<file path="config.mk">
export PLATFORM = sky130hd
export DESIGN_NAME = adc_moisture_filter
export DESIGN_NICKNAME = d
export VERILOG_FILES = /design/src/rtl/soil_filter_pkg.sv /design/src/rtl/adc_ring_buf.sv /design/src/rtl/adc_moisture_filter.sv
export SDC_FILE = /design/constraint.sdc
export NUM_CORES = 1
export LEC_CHECK = 0
export ABC_AREA = 1
export CORE_UTILIZATION = 63
export DETAILED_ROUTE_END_ITERATION = 7
export HOLD_SLACK_MARGIN = 0.15
export PLACE_DENSITY = 0.84
export SKIP_CTS_REPAIR_TIMING = 1
export SYNTH_ARGS = -nofsm -noshare
export SYNTH_HDL_FRONTEND = slang
export SYNTH_HIERARCHICAL = 1
export SYNTH_SLANG_ARGS = --single-unit
</file>
<file path="constraint.sdc">
create_clock -name clk_50 -period 10.15 [get_ports clk_50]
set_input_delay 1.5225 -clock clk_50 [delete_from_list [all_inputs] [get_ports clk_50]]
set_output_delay 1.5225 -clock clk_50 [all_outputs]
set_load 0.03 [all_outputs]
</file>
<file path="src/rtl/soil_filter_pkg.sv">
// soil_filter_pkg: shared widths, channel count and FSM states for the soil-moisture filter
package soil_filter_pkg;
    localparam int NUM_CH = 3;
    localparam int ADC_W = 12;
    localparam logic [ADC_W-1:0] ADC_MAX = 12'hFFF;
    typedef enum logic [2:0] {IDLE, UPD0, UPD1, UPD2, PUBLISH} state_t;
endpackage

</file>
<file path="src/rtl/adc_ring_buf.sv">
// adc_ring_buf: per-channel sample history, synchronous write, combinational read at the shared pointer
module adc_ring_buf
    import soil_filter_pkg::*;
#(
    parameter int AW = 2
) (
    input  logic             clk_50,
    input  logic             reset,
    input  logic             we,
    input  logic [AW-1:0]    addr,
    input  logic [ADC_W-1:0] wdata,
    output logic [ADC_W-1:0] rdata
);
    logic [ADC_W-1:0] mem [2**AW];
    assign rdata = mem[addr];
    always_ff @(posedge clk_50) begin
        if (reset) for (int k = 0; k < 2**AW; k++) mem[k] <= '0;
        else if (we) mem[addr] <= wdata;
    end
endmodule

</file>
<file path="src/rtl/adc_moisture_filter.sv">
// adc_moisture_filter: sliding-window averages and hysteresis dry flags for 3 ADC channels; STUCK_DETECT_EN adds rail-stuck flags
module adc_moisture_filter
    import soil_filter_pkg::*;
#(
    parameter int AVG_LOG2 = 2,
    parameter int DRY_LO = 1500,
    parameter int DRY_HI = 1700,
    parameter int STUCK_N = 8
) (
    input  logic              clk_50,
    input  logic              reset,
    input  logic              sample_tick,
    input  logic [ADC_W-1:0]  ch0_data,
    input  logic [ADC_W-1:0]  ch1_data,
    input  logic [ADC_W-1:0]  ch2_data,
    output logic [ADC_W-1:0]  avg0,
    output logic [ADC_W-1:0]  avg1,
    output logic [ADC_W-1:0]  avg2,
    output logic              avg_valid,
    output logic [NUM_CH-1:0] dry,
    output logic              primed,
    output logic              overrun
`ifdef STUCK_DETECT_EN
    ,
    output logic [NUM_CH-1:0] stuck
`endif
);
    localparam int SW = ADC_W + AVG_LOG2;
    localparam logic [AVG_LOG2:0] FULL = (AVG_LOG2 + 1)'(1 << AVG_LOG2);
    localparam logic [ADC_W-1:0] LO = ADC_W'(DRY_LO);
    localparam logic [ADC_W-1:0] HI = ADC_W'(DRY_HI);

    if (AVG_LOG2 < 1 || AVG_LOG2 > 4 || DRY_HI <= DRY_LO || STUCK_N < 1) begin : g_bad_param
        $error("adc_moisture_filter: illegal parameter set");
    end

    state_t state;
    logic [AVG_LOG2-1:0] wptr;
    logic [AVG_LOG2:0] fill, fill_n;
    logic [ADC_W-1:0] din [NUM_CH];
    logic [ADC_W-1:0] cap [NUM_CH];
    logic [ADC_W-1:0] rd [NUM_CH];
    logic [ADC_W-1:0] avg [NUM_CH];
    logic [ADC_W-1:0] avg_n [NUM_CH];
    logic [SW-1:0] sum [NUM_CH];
    logic [SW-1:0] acc;
    logic [1:0] sel;
    logic upd;

    assign din[0] = ch0_data;
    assign din[1] = ch1_data;
    assign din[2] = ch2_data;
    assign avg0 = avg[0];
    assign avg1 = avg[1];
    assign avg2 = avg[2];

    for (genvar i = 0; i < NUM_CH; i++) begin : g_ch
        adc_ring_buf #(.AW(AVG_LOG2)) u_buf (
            .clk_50(clk_50),
            .reset(reset),
            .we(upd && sel == 2'(i)),
            .addr(wptr),
            .wdata(cap[i]),
            .rdata(rd[i])
        );
        assign avg_n[i] = sum[i][SW-1:AVG_LOG2];
    end

    // Single add/sub shared by the three UPD states; the true result always fits in SW bits
    always_comb begin
        upd = state inside {UPD0, UPD1, UPD2};
        sel = state == UPD1 ? 2'd1 : state == UPD2 ? 2'd2 : 2'd0;
        acc = sum[sel] + SW'(cap[sel]) - SW'(rd[sel]);
        fill_n = fill == FULL ? fill : fill + 1'b1;
    end

    always_ff @(posedge clk_50) begin
        if (reset) begin
            state <= IDLE;
            wptr <= '0;
            fill <= '0;
            primed <= 1'b0;
            avg_valid <= 1'b0;
            dry <= '0;
            overrun <= 1'b0;
            for (int c = 0; c < NUM_CH; c++) begin
                cap[c] <= '0;
                sum[c] <= '0;
                avg[c] <= '0;
            end
        end else begin
            avg_valid <= 1'b0;
            if (sample_tick && state != IDLE) overrun <= 1'b1;
            if (upd) sum[sel] <= acc;
            case (state)
                IDLE: if (sample_tick) begin
                    cap <= din;
                    state <= UPD0;
                end
                UPD0: state <= UPD1;
                UPD1: state <= UPD2;
                UPD2: state <= PUBLISH;
                default: begin
                    state <= IDLE;
                    wptr <= wptr + 1'b1;
                    fill <= fill_n;
                    primed <= fill_n == FULL;
                    avg_valid <= fill_n == FULL;
                    avg <= avg_n;
                    for (int c = 0; c < NUM_CH; c++)
                        if (fill_n == FULL) dry[c] <= avg_n[c] < LO ? 1'b1 : avg_n[c] > HI ? 1'b0 : dry[c];
                end
            endcase
        end
    end

`ifdef STUCK_DETECT_EN
    localparam int CW = $clog2(STUCK_N + 1);
    localparam logic [CW-1:0] SN = CW'(STUCK_N);
    logic [CW-1:0] cnt [NUM_CH];
    logic [CW-1:0] cnt_n [NUM_CH];

    always_comb begin
        for (int c = 0; c < NUM_CH; c++)
            cnt_n[c] = (cap[c] == '0 || cap[c] == ADC_MAX) ? (cnt[c] == SN ? cnt[c] : cnt[c] + 1'b1) : '0;
    end

    always_ff @(posedge clk_50) begin
        if (reset) begin
            stuck <= '0;
            for (int c = 0; c < NUM_CH; c++) cnt[c] <= '0;
        end else if (state == PUBLISH) begin
            for (int c = 0; c < NUM_CH; c++) begin
                cnt[c] <= cnt_n[c];
                stuck[c] <= cnt_n[c] >= SN;
            end
        end
    end
`endif
endmodule

</file>
# Word level (Yosys, flattened, before mapping)
# Memories as Yosys holds them, arrays and structs flattened. A register that Yosys moved wholly into a read port is not among the register bits.
# Cells that the tools add are included.
# classes
add_sub_neg	4
mul	0
div	0
magnitude_cmp	7
eq_ne	8
n_shift	0
n_mux	49
bitwise_logic	2
reduce_logical	21
# op_table
cell	n
2-to-1 mux 12 bit	7
binary-select mux 12 bit (select 2 bit)	2
greater-than comparator 12 x 11 -> 1 bit, second input constant	3
< comparator 12 x 11 -> 1 bit, second input constant	3
OR reduction 12 bit	3
2-to-1 mux 1 bit	24
2-to-1 mux 2 bit	12
adder 14 x 12 -> 14 bit	1
2-to-1 mux 14 bit	1
OR reduction 14 bit	1
subtractor 14 x 12 -> 14 bit	1
case mux 3 bit (4 select lines)	1
AND reduction 3 bit	3
equality test 3 x 2 -> 1 bit, second input constant	2
equality test 3 bit, second input constant	2
2-to-1 mux 3 bit	2
nonzero test 2 bit	3
nonzero test 3 bit	2
OR reduction 5 bit	1
logical AND 1 bit	4
OR reduction 4 bit	1
adder 3 x 1 -> 3 bit, second input constant	1
equality test 3 x 1 -> 1 bit, second input constant	1
greater-or-equal comparator 3 bit, second input constant	1
other kinds (9)	9
# word_totals
reg_bits	86
latch_bits	0
ramBits	186
rom_bits	0
inputBits	39
out_inout_bits	42
wordCells	110
mem_count	4
# memory_table
name	depth	width	read_ports	rd_clocked_by_memory_dff	wr	line_no	source
g_ch[0].u_buf.mem	4	12	1	1	4	adc_ring_buf.sv:14	logic [ADC_W-1:0] mem [2**AW];
g_ch[1].u_buf.mem	4	12	1	1	4	adc_ring_buf.sv:14	
g_ch[2].u_buf.mem	4	12	1	1	4	adc_ring_buf.sv:14	
sum	3	14	4	0	3	adc_moisture_filter.sv:45	logic [SW-1:0] sum [NUM_CH];

# Longest topological paths before layout
# Gate-level depths: netlist of run 1.
# logic_depth
word_depth	10
depth_mapped	21
ltp_nobuf	19

# By module
# Netlist of run 1, hierarchy kept.
# by_module_without_submodules
module	instances	cells_each	area_per_inst_um2	seq_area_each_um2
adc_ring_buf	3	265	2364.8	1441.4
adc_moisture_filter	1	869	6717.7	2982.9

# Worst setup path before layout of run 1
# OpenSTA, ideal clock, no wires.
# synth_path
kind	reg2reg
startpoint	register wptr[1] (netlist name)
endpoint	memory sum[0][8] (netlist bit) (data pin)
setup_ns	0.260
arrival_ns	3.001
required_ns	9.890
slack_ns	6.888
path_stages_with_launch	16
path_buffers	1
synth_period_minus_slack_ns	3.262
cell_sequence	dfxtp_1 > inv_2 > buf_2 > nand3_1 > nand2_1 > o21ai_0 > o21ai_1 > fa_1 > inv_1 > fa_1 > nand3_1 > nand2_1 > nand2_1 > o211ai_1 > xnor2_1 > nor2_1
# synth_rtl
item	line_no
to (decl)	adc_moisture_filter.sv:45

==> run summary, run 1 <==
The run finished with clean final reports. Final hold violation count: 0. For the clock insertion delay at the later pin of the skew report, the log shows 0.54 ns. The clock-pin slew reported for the worst setup and hold paths after clock tree synthesis works out to 0.07 ns. The count of nets left with antenna violations once routing finished came out at 0.

The number of antenna cells inserted was 0; the total global-route track usage was 0.335. For the placed cell area, the log shows 0.0145 mm². The launch point of the critical path is state[2]$_SDFFE_PP0P_.

For the area of combinational cells with multiple inputs, the log shows 0.00483 mm². The tools report the clock tree buffer depth as 3. The share of post-route cells with drive strength above 1 works out to 0.0494. The fraction of the cycle the final worst path needs is 0.454, and the transition time at the pin with the least slew margin is 0.857 ns.

The critical path launch point type is a register. For this run, the top clock speed supported by timing is 217 MHz. Critical path class: reg2reg.

The sequential-to-total area share from yosys stat came out at 0.529. Root buffer cell: clkbuf_16. Power per cell area: 189 mW/mm². The largest total area in the synthesized netlist belongs to edfxtp_1. The met2 track demand over resource in global routing came out at 0.543.

The busiest metal layer after global routing was met2. Setup violations remaining at the end of the flow were counted as 0. Relative to the synthesized area, the layout overhead comes to 11.5%. The tools report the beginning of the worst hold path as avg0[0]$_SDFFE_PP0N_. The run gives 8 as the number of detailed-route iterations in the first pass. The tools report the total negative slack for setup checks as 0 ns. Counting instances, the worst hold path has a depth of 2.

For the wire length of the first global-routing pass, the log shows 56900 µm. The startpoint identified for the worst register-to-register timing path is state[2]$_SDFFE_PP0P_. STA classifies the critical path endpoint as a register. The count of input and output buffers is 80, and the number of instances in the synthesized netlist is 1664. For the number of antenna violations at the first check in global routing, the log shows 0. TritonCTS built the clock tree. The slowest cell on the critical path is dfxtp_1. The run gives 0.649 as the effective utilization at floorplan. 81 I/O pins were placed.

The number of global-route vias before repair came out at 10600. The peak ir drop on the vdd network came out at 0.000153 V. The worst path needs 4.61 ns of the cycle, external delays included.

The synthesized netlist net count was 1731; the normalized max-slew margin was 0.429. The number of fill cells is 1679, and the standard-cell row count is 53. Across the run, the number of max-cap violations was 0. The number of cell instances on the worst register-to-register path is 15, and the cell leakage power is 6.53 nW. For the count of unique library cells instantiated by Yosys, the log shows 41. The largest driver fanout on the critical path was 44. In this design, the largest share of critical-path delay is due to buffers and inverters. In the final routed layout, each cell accounts on average for 18.3 µm.

For this block, the initial DRC count from the detailed router was 1099. OpenSTA, run right after detailed placement, puts the worst setup slack at 5.67 ns. Setup slack closes at 5.54 ns. In this run the number of cells on the critical path is 15.

Data on the critical path is required at its endpoint by 10.42 ns. The area of the placeable core was 0.0213 mm². The number of slew-limit violations in the final report is 0, and the number of buffers inserted during clock tree synthesis is 26.

The run gives 0.0123 ns as the worst-case clock skew. The cell area that synthesis handed to floorplanning was 0.0138 mm². The number of storage elements in the synthesis netlist is 272, and the number of clock sinks seen by CTS is 272.

Setup repair after global routing left no endpoint under its margin. The worst hold path belongs to the class reg2reg. The met1 capacity usage during global routing was 0.446; the die extent in y was 150 µm. Data arrives at the worst endpoint at 4.88 ns.

The number of buffer and inverter stages on the critical path is 3. The maximum level of the CTS H-tree came out at 1. The die covers 0.0225 mm². The die width was 150 µm; the area share of the largest cell type after synthesis was 0.404.

Overall power consumption after layout is estimated at 0.00292 W. In the post-synthesis netlist, the biggest area contributors are edfxtp_1 40%, dfxtp_1 12%, inv_1 8.4%. In this design, the stage delay of the slowest critical-path cell is 0.68 ns.

The sequential cells in the finished layout cover a total of 0.00731 mm². Global-route met3 utilization: 0.0680. The critical path goes through inv_4, nand3_4, clkinv_2, a21oi_1, a21oi_1, ha_1, inv_1, ha_1, fa_1, nand3_1, nand2_1, nand2_1, o211ai_1, xnor2_1, nor2_1. The vias per cell was 5.65. After detailed routing, the number of remaining DRC violations is 0. After routing the design area is 0.0154 mm².

Entering global routing, the biggest net connects 83 pins. Global routing finished with a remaining overflow of 0. The routed layout has 11300 vias. The run gives 1767 as the final-stage net count. At the end of routability-driven placement, the weighted congestion stood at 0.974. The mean post-synth cell area works out to 8.30 µm². For this run, the number of Yosys warnings is 6.

The routed design has 36600 µm of wire. The run gives 25100 µm as the placed wire-length estimate after detailed placement.
## where the power goes
group          switching, W  internal, W  total [W]
clock network      0.000407     0.000574   0.000981
logic              0.000443     0.000199   0.000643
registers         0.0000457      0.00125    0.00129
total              0.000896      0.00202    0.00292
## worst min-delay path, stage by stage (launching register included)
cell and delay (ns):
dfxtp_1 0.31, nand3_1 0.07, nand2_1 0.05
## synthesized netlist by cell type (all sizes together)
| master | number |
|---|---|
| nor2 | 235 |
| nand2 | 311 |
| xnor2 | 4 |
| nand3b | 1 |
| nor4 | 2 |
| nand2b | 1 |
| xor2 | 4 |
| edfxtp | 186 |
| o211ai | 1 |
| buf | 55 |
| ha | 16 |
| o31ai | 2 |
| inv | 318 |
| fa | 12 |
| o22ai | 2 |
| dfxtp | 86 |
| a21o | 1 |
| nand4 | 13 |
| o21ai | 140 |
| nor3 | 7 |
| clkbuf | 22 |
| and2 | 1 |
| nand3 | 165 |
| o41ai | 1 |
| a21oi | 74 |
| o21bai | 3 |
| clkinv | 1 |
## sequential cells by signal (all words and copies together) (netlist names), 2 cells and up
signal,count
g_ch.u_buf/mem,144
state,3
avg0,12
wptr,2
dry,3
sum,42
cap,36
fill,3
avg1,12
avg2,12
## kinds of logic after synthesis
logic type / count (synthesis) / synth area share
compound gates: 224 / 0.0829
buf+inv: 396 / 0.121
simple gates: 736 / 0.230
flops: 272 / 0.529
fa+ha+maj: 28 / 0.0319
xor+xnor: 8 / 0.00507
## layout make-up
cell class                      instances  area share
Multi-Input combinational cell        996       0.314
Inverter                              319      0.0785
Tap cell                              275      0.0223
Sequential cell                       272       0.475
Clock inverter                          6     0.00349
Timing Repair Buffer                   85      0.0544
Clock buffer                           42      0.0530
## worst paths after layout
check | endpoint | slack [ns]
max reg2reg | sum[0][8]$_SDFFCE_PN0P_ | 5.54
min reg2reg | avg0[0]$_SDFFE_PP0N_ | 0.47
max | sum[0][8]$_SDFFCE_PN0P_ | 5.54
min | avg0[0]$_SDFFE_PP0N_ | 0.47
## cells in the final DEF (no fill, tap or decap), types with 2 or more instances in the layout
cell             count
inv_1              309
nand2_1            307
nor2_1             223
edfxtp_1           186
nand3_1            153
o21ai_0            119
dfxtp_1             85
clkdlybuf4s50_1     80
a21oi_1             74
clkbuf_16           29
o21ai_1             21
ha_1                16
nand4_1             13
fa_1                12
nand3_2             11
nor2_2               8
clkbuf_1             8
inv_2                6
nor3_1               6
clkinv_2             5
buf_4                5
inv_4                4
xnor2_1              4
xor2_1               4
clkbuf_8             4
nand2_2              3
o21bai_1             3
nor2_4               3
nor4_1               2
o31ai_1              2
o22ai_1              2
## routing by layer
metal  vias up  wire [µm]
li1       5354          -
met1      5296      14500
met2       543      17300
met3        82       3590
met4         0       1150
met5         -          0
## metrics by stage
step            util  std cells  hold WS [ns]
3_3_place_gp   0.683       1947         0.459
6_report       0.724       1995         0.475
4_1_cts        0.724       1995         0.478
2_1_floorplan      -       1664         0.434
3_5_place_dp   0.683       1947         0.466
5_1_grt        0.724       1995         0.491
Note: power is estimated with default switching activity, not from simulation.
==> run 2: changes to the inputs <==
- CORE_UTILIZATION: 63 -> 54
- PLACE_DENSITY: 0.84 -> 0.76
- clock period: 10.15 -> 3.75 ns (I/O delays scaled with it)
==> run 2 against run 1 <==
Effect of this change: register-to-register slack worse by 5.3 ns; power grew to 2.8 times the previous value; fmax is 30% higher; design area is 2.5% higher; largest cell class unchanged; critical endpoint is now sum[1][13]$_SDFFCE_PN0P_.
==> run summary, run 2 (synthesis gave the netlist of run 1 again) <==
The delay contributed by the slowest stage of the critical path works out to 0.54 ns. For the worst setup path, the data required time is 4.03 ns. The flow ran to the end, and the final reports show no timing, DRC or antenna violations. The tools report the worst-case clock skew as 0.0127 ns.

The final layout contains 1796 nets. After routing the design area is 0.0158 mm². The number of cell instances on the worst register-to-register path works out to 17.

The final hold violation count was 0. After detailed placement, the total cell area comes to 0.0149 mm². The area of combinational cells with multiple inputs is 0.00483 mm². The routability-driven placement congestion ratio is 0.954, and the die extent in y is 162 µm. The depth of the worst hold-timing path was 2; the fraction of the cycle the final worst path needs was 0.943.

The number of antenna cells inserted is 0, and the total congestion overflow after global routing is 0. The run gives 0.550 as the effective utilization at floorplan. Relative to the synthesized area, the layout overhead comes to 14.3%. The routed design could run at a clock period as short as 3.54 ns. The number of fill cells was 2194; the count of input and output buffers was 80. The tools report the cell leakage power as 6.70 nW.

The beginning of the worst register-to-register path was wptr[1]$_SDFFE_PP0N_. The transition time at the pin with the least slew margin is 0.892 ns, and the residual antenna-violating net count after detailed routing is 0. STA classifies the critical path startpoint as a register. The floorplan step defined a die boundary enclosing 0.0262 mm². The count of pins on the block boundary was 81. The normalized max-slew margin is 0.405.

The worst hold path class was reg2reg. The tools report the number of remaining DRC errors as 0. The clock tree buffer depth is 3, and the total global-route track usage is 0.287.

The tools report the total negative slack for setup checks as 0 ns. In this run the power density over the cells is 509 mW/mm². The share of post-route cells with drive strength above 1 works out to 0.0668.

TritonCTS built the clock tree. Most common cell after layout, fill and taps aside: inv_1. The slowest cell on the critical path was fa_1. The worst setup path is of the reg2reg kind. After detailed routing, the average wire length per cell comes to 17.8 µm. The number of slew-limit violations in the final report came out at 0. Setup repair after global routing left no endpoint under its margin. For the number of global-route vias before repair, the log shows 10700. The library cells used most frequently in the layout, excluding fill and tap cells, are 308 x inv_1, 307 x nand2_1, 222 x nor2_1. The number of maximum-capacitance constraint violations came out at 0. The logs give 3.81 ns for the worst endpoint data arrival time and 0.21 ns for the minimum setup slack among reg-to-reg paths. The tree is rooted in a clkbuf_16.

The register with the most flip-flops in the layout has 144 of them. The tools report the placed wire-length estimate after detailed placement as 26400 µm. The endpoint class of the critical path was a register.

In this run the most critical hold path is launched from avg0[0]$_SDFFE_PP0N_. The floorplan has 58 rows. The tools report the count of final setup violators as 0. For hold timing, the worst endpoint is avg0[0]$_SDFFE_PP0N_. The worst register-to-register path ends at sum[1][13]$_SDFFCE_PN0P_.

The core region is 0.0251 mm². The worst-case IR drop observed on VDD is 0.000376 V. The number of antenna violations at the first check in global routing is 0. The largest registers in the layout are g_ch.u_buf/mem x144, sum x42, cap x36. The critical path goes through buf_12, inv_2, nand3_1, nand2_1, o21ai_0, o21ai_1, fa_1, inv_1, ha_1, a21oi_1, nand2_1, a21oi_1, nand2_1, inv_1, nand2_1, nand2_2, nor2_1.

Using the TritonRoute via totals, the vias-per-cell ratio works out to 5.45. The number of detailed-route iterations in the first pass came out at 7. The tools report the area of all sequential standard cells as 0.00731 mm². In this run the worst path has a maximum fanout of 25.

After clock tree synthesis, the clock-pin slew on the worst setup and hold paths is 0.06 ns. The clock drives 272 sinks. The most numerous cell type found on the critical path is nand2_1. Summed over all layers, the routed wires come to 37000 µm.

The maximum level of the CTS H-tree was 1. Entering global routing, the biggest net connects 47 pins. Across all layers, the routed design uses 11300 vias. Counting the buffers created by CTS gives 29.

The die width is 162 µm. The clock insertion delay at the later pin of the skew report is 0.55 ns, and the wire length of the first global-routing pass is 57700 µm. The initial detailed-routing violation count is 1284.

The register with the most flip-flops in the final layout is g_ch.u_buf/mem. The fmax was 283 MHz.
run 2: changes by cell type in the layout (fill, tap and decap cells not counted), moves of 2 or more:
cell / change
clkbuf_8: +3
inv_4: +2
clkbuf_1: +2
buf_4: +20
buf_12: +6
run 2: worst max-delay path, delay by kind of cell, from the launching register on:
family / cells / cell delay, ns
AOI/OAI and AO/OA: 4 / 0.88
buffers and inverters: 4 / 0.49
and+or+nand+nor: 7 / 0.64
DFF: 1 / 0.36
adders and majority gates: 2 / 0.90
run 2: per-layer routing:
layer,global-route usage,part of all wire,up-vias
li1,-,-,5427
met1,0.399,0.42,5260
met2,0.453,0.45,562
met3,0.0488,0.093,90
met4,0.104,0.035,0
met5,0,0,-
run 2: where the power goes:
| part | switching [W] | internal (W) |
|---|---|---|
| clock network | 0.00115 | 0.00158 |
| logic | 0.00123 | 0.000585 |
| registers | 0.000118 | 0.00338 |
| total | 0.00250 | 0.00554 |
run 2: worst max path at each step:
| stage | endpoint | from | slack (ns) | depth (start not counted) |
|---|---|---|---|---|
| after floorplan | sum[0][8]$_SDFFCE_PN0P_ | wptr[1]$_SDFFE_PP0N_ | 0.49 | 15 |
| after global placement | sum[2][9]$_SDFFCE_PN0P_ | state[2]$_SDFFE_PP0P_ | 0.22 | 17 |
| after detailed placement | sum[0][7]$_SDFFCE_PN0P_ | state[2]$_SDFFE_PP0P_ | 0.17 | 14 |
| after CTS | sum[0][7]$_SDFFCE_PN0P_ | state[2]$_SDFFE_PP0P_ | 0.15 | 14 |
| after global routing | sum[0][8]$_SDFFCE_PN0P_ | wptr[0]$_SDFFE_PP0N_ | 0.03 | 16 |
| final | sum[1][13]$_SDFFCE_PN0P_ | wptr[1]$_SDFFE_PP0N_ | 0.21 | 17 |
run 2: final cells by class:
| cell class | instances | share of cell area |
|---|---|---|
| Timing Repair Buffer | 111 | 0.0702 |
| Sequential cell | 272 | 0.463 |
| Multi-Input combinational cell | 996 | 0.306 |
| Tap cell | 330 | 0.0262 |
| Clock inverter | 6 | 0.00262 |
| Inverter | 319 | 0.0767 |
| Clock buffer | 47 | 0.0549 |
run 2: metrics by stage:
step	hold WS, ns	setup WS [ns]	std cells	total power, W	utilization
finish	0.472	0.214	2081	0.00804	0.629
global route	0.488	0.0289	2081	0.00838	0.629
detailed placement	0.468	0.168	2028	0.00533	0.592
CTS	0.477	0.147	2081	0.00802	0.628
floorplan	0.434	0.488	1664	0.00473	-
global placement	0.464	0.217	2028	0.00531	0.592
==> run 3: changes to the inputs <==
- GPL_TIMING_DRIVEN: default -> 0
==> run 3 against run 2 <==
Effect of this change: register-to-register slack got worse by 0.09 ns; critical path depth is 1 lower; clock-buffer cell count decreased by 8; sequential power about the same; largest power group unchanged.
==> run summary, run 3 (synthesis gave the netlist of run 1 again) <==
VDD sags by at most 0.000408 V. Once detail routing completed, the nets flagged for antenna violations numbered 0. The number of fill cells came out at 2141.

Summed over all nets, the switching power comes to 0.00261 W. The tools report the initial detailed-routing violation count as 1244. In this run the deepest clock path goes through 3 buffers. After detailed routing, the average wire length per cell comes to 18.2 µm. The root buffer cell is clkbuf_16. The number of antenna cells inserted is 0, and the wire length of the first global-routing pass is 60100 µm. The logs give 0.239 for the share of power burned in combinational logic and 0 for the number of antenna violations at the first check in global routing. In this design, the stage delay of the slowest critical-path cell is 0.50 ns. The min-delay analysis places its worst path in the category reg2reg.

The time the final worst path needs with I/O delays and setup was 3.63 ns; the die outline area was 0.0262 mm². The critical path launch point type is a register. The tools report the placed wire-length estimate after detailed placement as 28500 µm.

The transition time at the pin with the least slew margin was 0.887 ns. At the worst endpoint, the arrival time is 3.93 ns. STA classifies the critical path endpoint as a register. The largest driver fanout on the critical path is 10.

The flow ran to the end, and the final reports show no timing, DRC or antenna violations. Counting both buffers and inverters, the worst setup path holds a total of 6. The number of detailed-route iterations in the first pass is 6, and the worst-case clock skew is 0.0198 ns.

Clock tree synthesis inserted a total of 28 buffers. The finished cells cover 0.0161 mm². Critical path class: reg2reg. The normalized max-slew margin was 0.409. Clock-pin slew was measured on the worst setup and hold paths at 0.06 ns.

For this run, design rule violations remaining after detail routing come to 0. The register ranked first by flip-flop count was g_ch.u_buf/mem. The power share of the sequential group was 0.421; the fmax was 275 MHz. The most critical setup path has its startpoint at state[2]$_SDFFE_PP0P_. TritonCTS built the clock tree. The top cell types in the final layout, fill and taps aside, are 308 x inv_1, 305 x nand2_1, 222 x nor2_1. The total congestion overflow after global routing is 0, and the effective utilization at floorplan is 0.550.

After routing, the total negative slack on setup checks comes to 0 ns. Area of the placeable core: 0.0251 mm². Broken down by cell family, the worst path's largest delay share belongs to buffers and inverters.

Entering global routing, the biggest net connects 20 pins. Setup repair after global routing left no endpoint under its margin. The maximum level of the CTS H-tree was 1; the die extent in y was 162 µm.

The switching power share of the total works out to 0.315. On the critical path, the stage with the largest delay is an instance of fa_1. Summed over all layers, the routed wires come to 38700 µm.

The startpoint identified for the worst register-to-register timing path is state[2]$_SDFFE_PP0P_. The relative area change from synthesis to final layout was 16.5%. The relative contribution of the clock network to total power came out at 0.340. The number of flip-flops under the largest register name is 144. The library cell used most frequently in the layout, excluding fill and tap cells, is inv_1. The logs give 0 for the number of slew-limit violations in the final report and 0.641 for the utilization after layout. In this run the core area contains 58 standard-cell rows.

The internal power contribution came out at 0.00567 W. Clock latency on the worst-skew pair, taken at its later pin, is 0.56 ns. The via count of the routed design was 11600; the vias per cell was 5.42. Summing all placed instances gives a cell area of 0.0150 mm².

Final hold violation count: 0. The final-stage net count is 1846, and the routability-driven placement congestion ratio is 0.979. The analysis attributes to cell leakage a power of 6.86 nW. Dividing total power by cell area gives a power density of 514 mW/mm².

The die width is 162 µm. The number of global-route vias before repair was 11100. The share of post-route cells with drive strength above 1 works out to 0.0861. Buffers placed on the I/O ports in this run total 80. The total global-route track usage was 0.302. Beginning of the worst hold path: avg0[6]$_SDFFE_PP0N_. Across the run, the number of max-cap violations was 0. The fraction of the cycle the final worst path needs is 0.968, and the count of final setup violators is 0. Traced cell by cell, the critical path runs through buf_6, inv_4, nand3_4, clkinv_2, clkbuf_2, o21ai_1, fa_1, inv_1, ha_1, a21oi_1, nand2_2, nand2_1, o211ai_1, xnor2_2, buf_4, nor2_1. In the final layout, the registers with the most flip-flops are g_ch.u_buf/mem x144, sum x42, cap x36. The clock drives 272 sinks. In this run the count of I/O pins placed on the die edge is 81. The tools report the critical path required time as 4.05 ns.

The design draws 0.00828 W.
[run 3: cell types whose count changed in the layout (fill, tap and decap cells not counted), sizes merged]
cell and delta:
bufinv +3, buf +24, clkbuf +19, clkinv +6, inv -2
[run 3: area by class of cell]
type / count / area [µm²] / area share
plain buffers: 77 / 493 / 0.0306
clock buffers: 39 / 792 / 0.0492
clock inverters: 13 / 149 / 0.00925
inverters: 319 / 1210 / 0.0752
multi-input cells: 996 / 4880 / 0.303
flip-flops and latches: 272 / 7310 / 0.454
well taps: 330 / 413 / 0.0257
repair buffers: 85 / 838 / 0.0521
[run 3: power by group through the flow]
| stage | combinational, W | sequential [W] | clock, W |
|---|---|---|---|
| final | 0.00198 | 0.00348 | 0.00282 |
| after global routing | 0.00215 | 0.00350 | 0.00297 |
| after CTS | 0.00182 | 0.00348 | 0.00285 |
| after detailed placement | 0.00181 | 0.00354 | 0 |
| after global placement | 0.00179 | 0.00354 | 0 |
| after floorplan | 0.00122 | 0.00350 | 0 |
[run 3: worst reg2reg max path, stage by stage (launching register included)]
cell      delay (ns)
dfxtp_1         0.32
buf_6           0.19
inv_4           0.10
nand3_4         0.14
clkinv_2        0.15
clkbuf_2        0.25
o21ai_1         0.41
fa_1            0.50
inv_1           0.07
ha_1            0.27
a21oi_1         0.24
nand2_2         0.12
nand2_1         0.08
o211ai_1        0.12
xnor2_2         0.18
buf_4           0.17
nor2_1          0.04
[run 3: final timing paths]
check / endpoint / slack [ns] / cells past startpoint
max: sum[0][8]$_SDFFCE_PN0P_ / 0.12 / 16
min: avg0[6]$_SDFFE_PP0N_ / 0.48 / 2
max reg2reg: sum[0][8]$_SDFFCE_PN0P_ / 0.12 / 16
min reg2reg: avg0[6]$_SDFFE_PP0N_ / 0.48 / 2
[run 3: routing by layer]
layer | part of all wire | vias up | GRT usage
met3 | 0.12 | 101 | 0.0692
met4 | 0.042 | 0 | 0.133
met2 | 0.45 | 621 | 0.471
met1 | 0.39 | 5295 | 0.404
li1 | - | 5536 | -
met5 | 0 | - | 0
[run 3: metrics by stage]
stage | std cells | hold WS, ns | setup slack [ns]
floorplan | 1664 | 0.434 | 0.488
global placement | 2074 | 0.456 | -0.473
detailed placement | 2074 | 0.472 | -0.484
CTS | 2126 | 0.483 | -0.505
global route | 2131 | 0.496 | 0.00196
finish | 2131 | 0.480 | 0.120
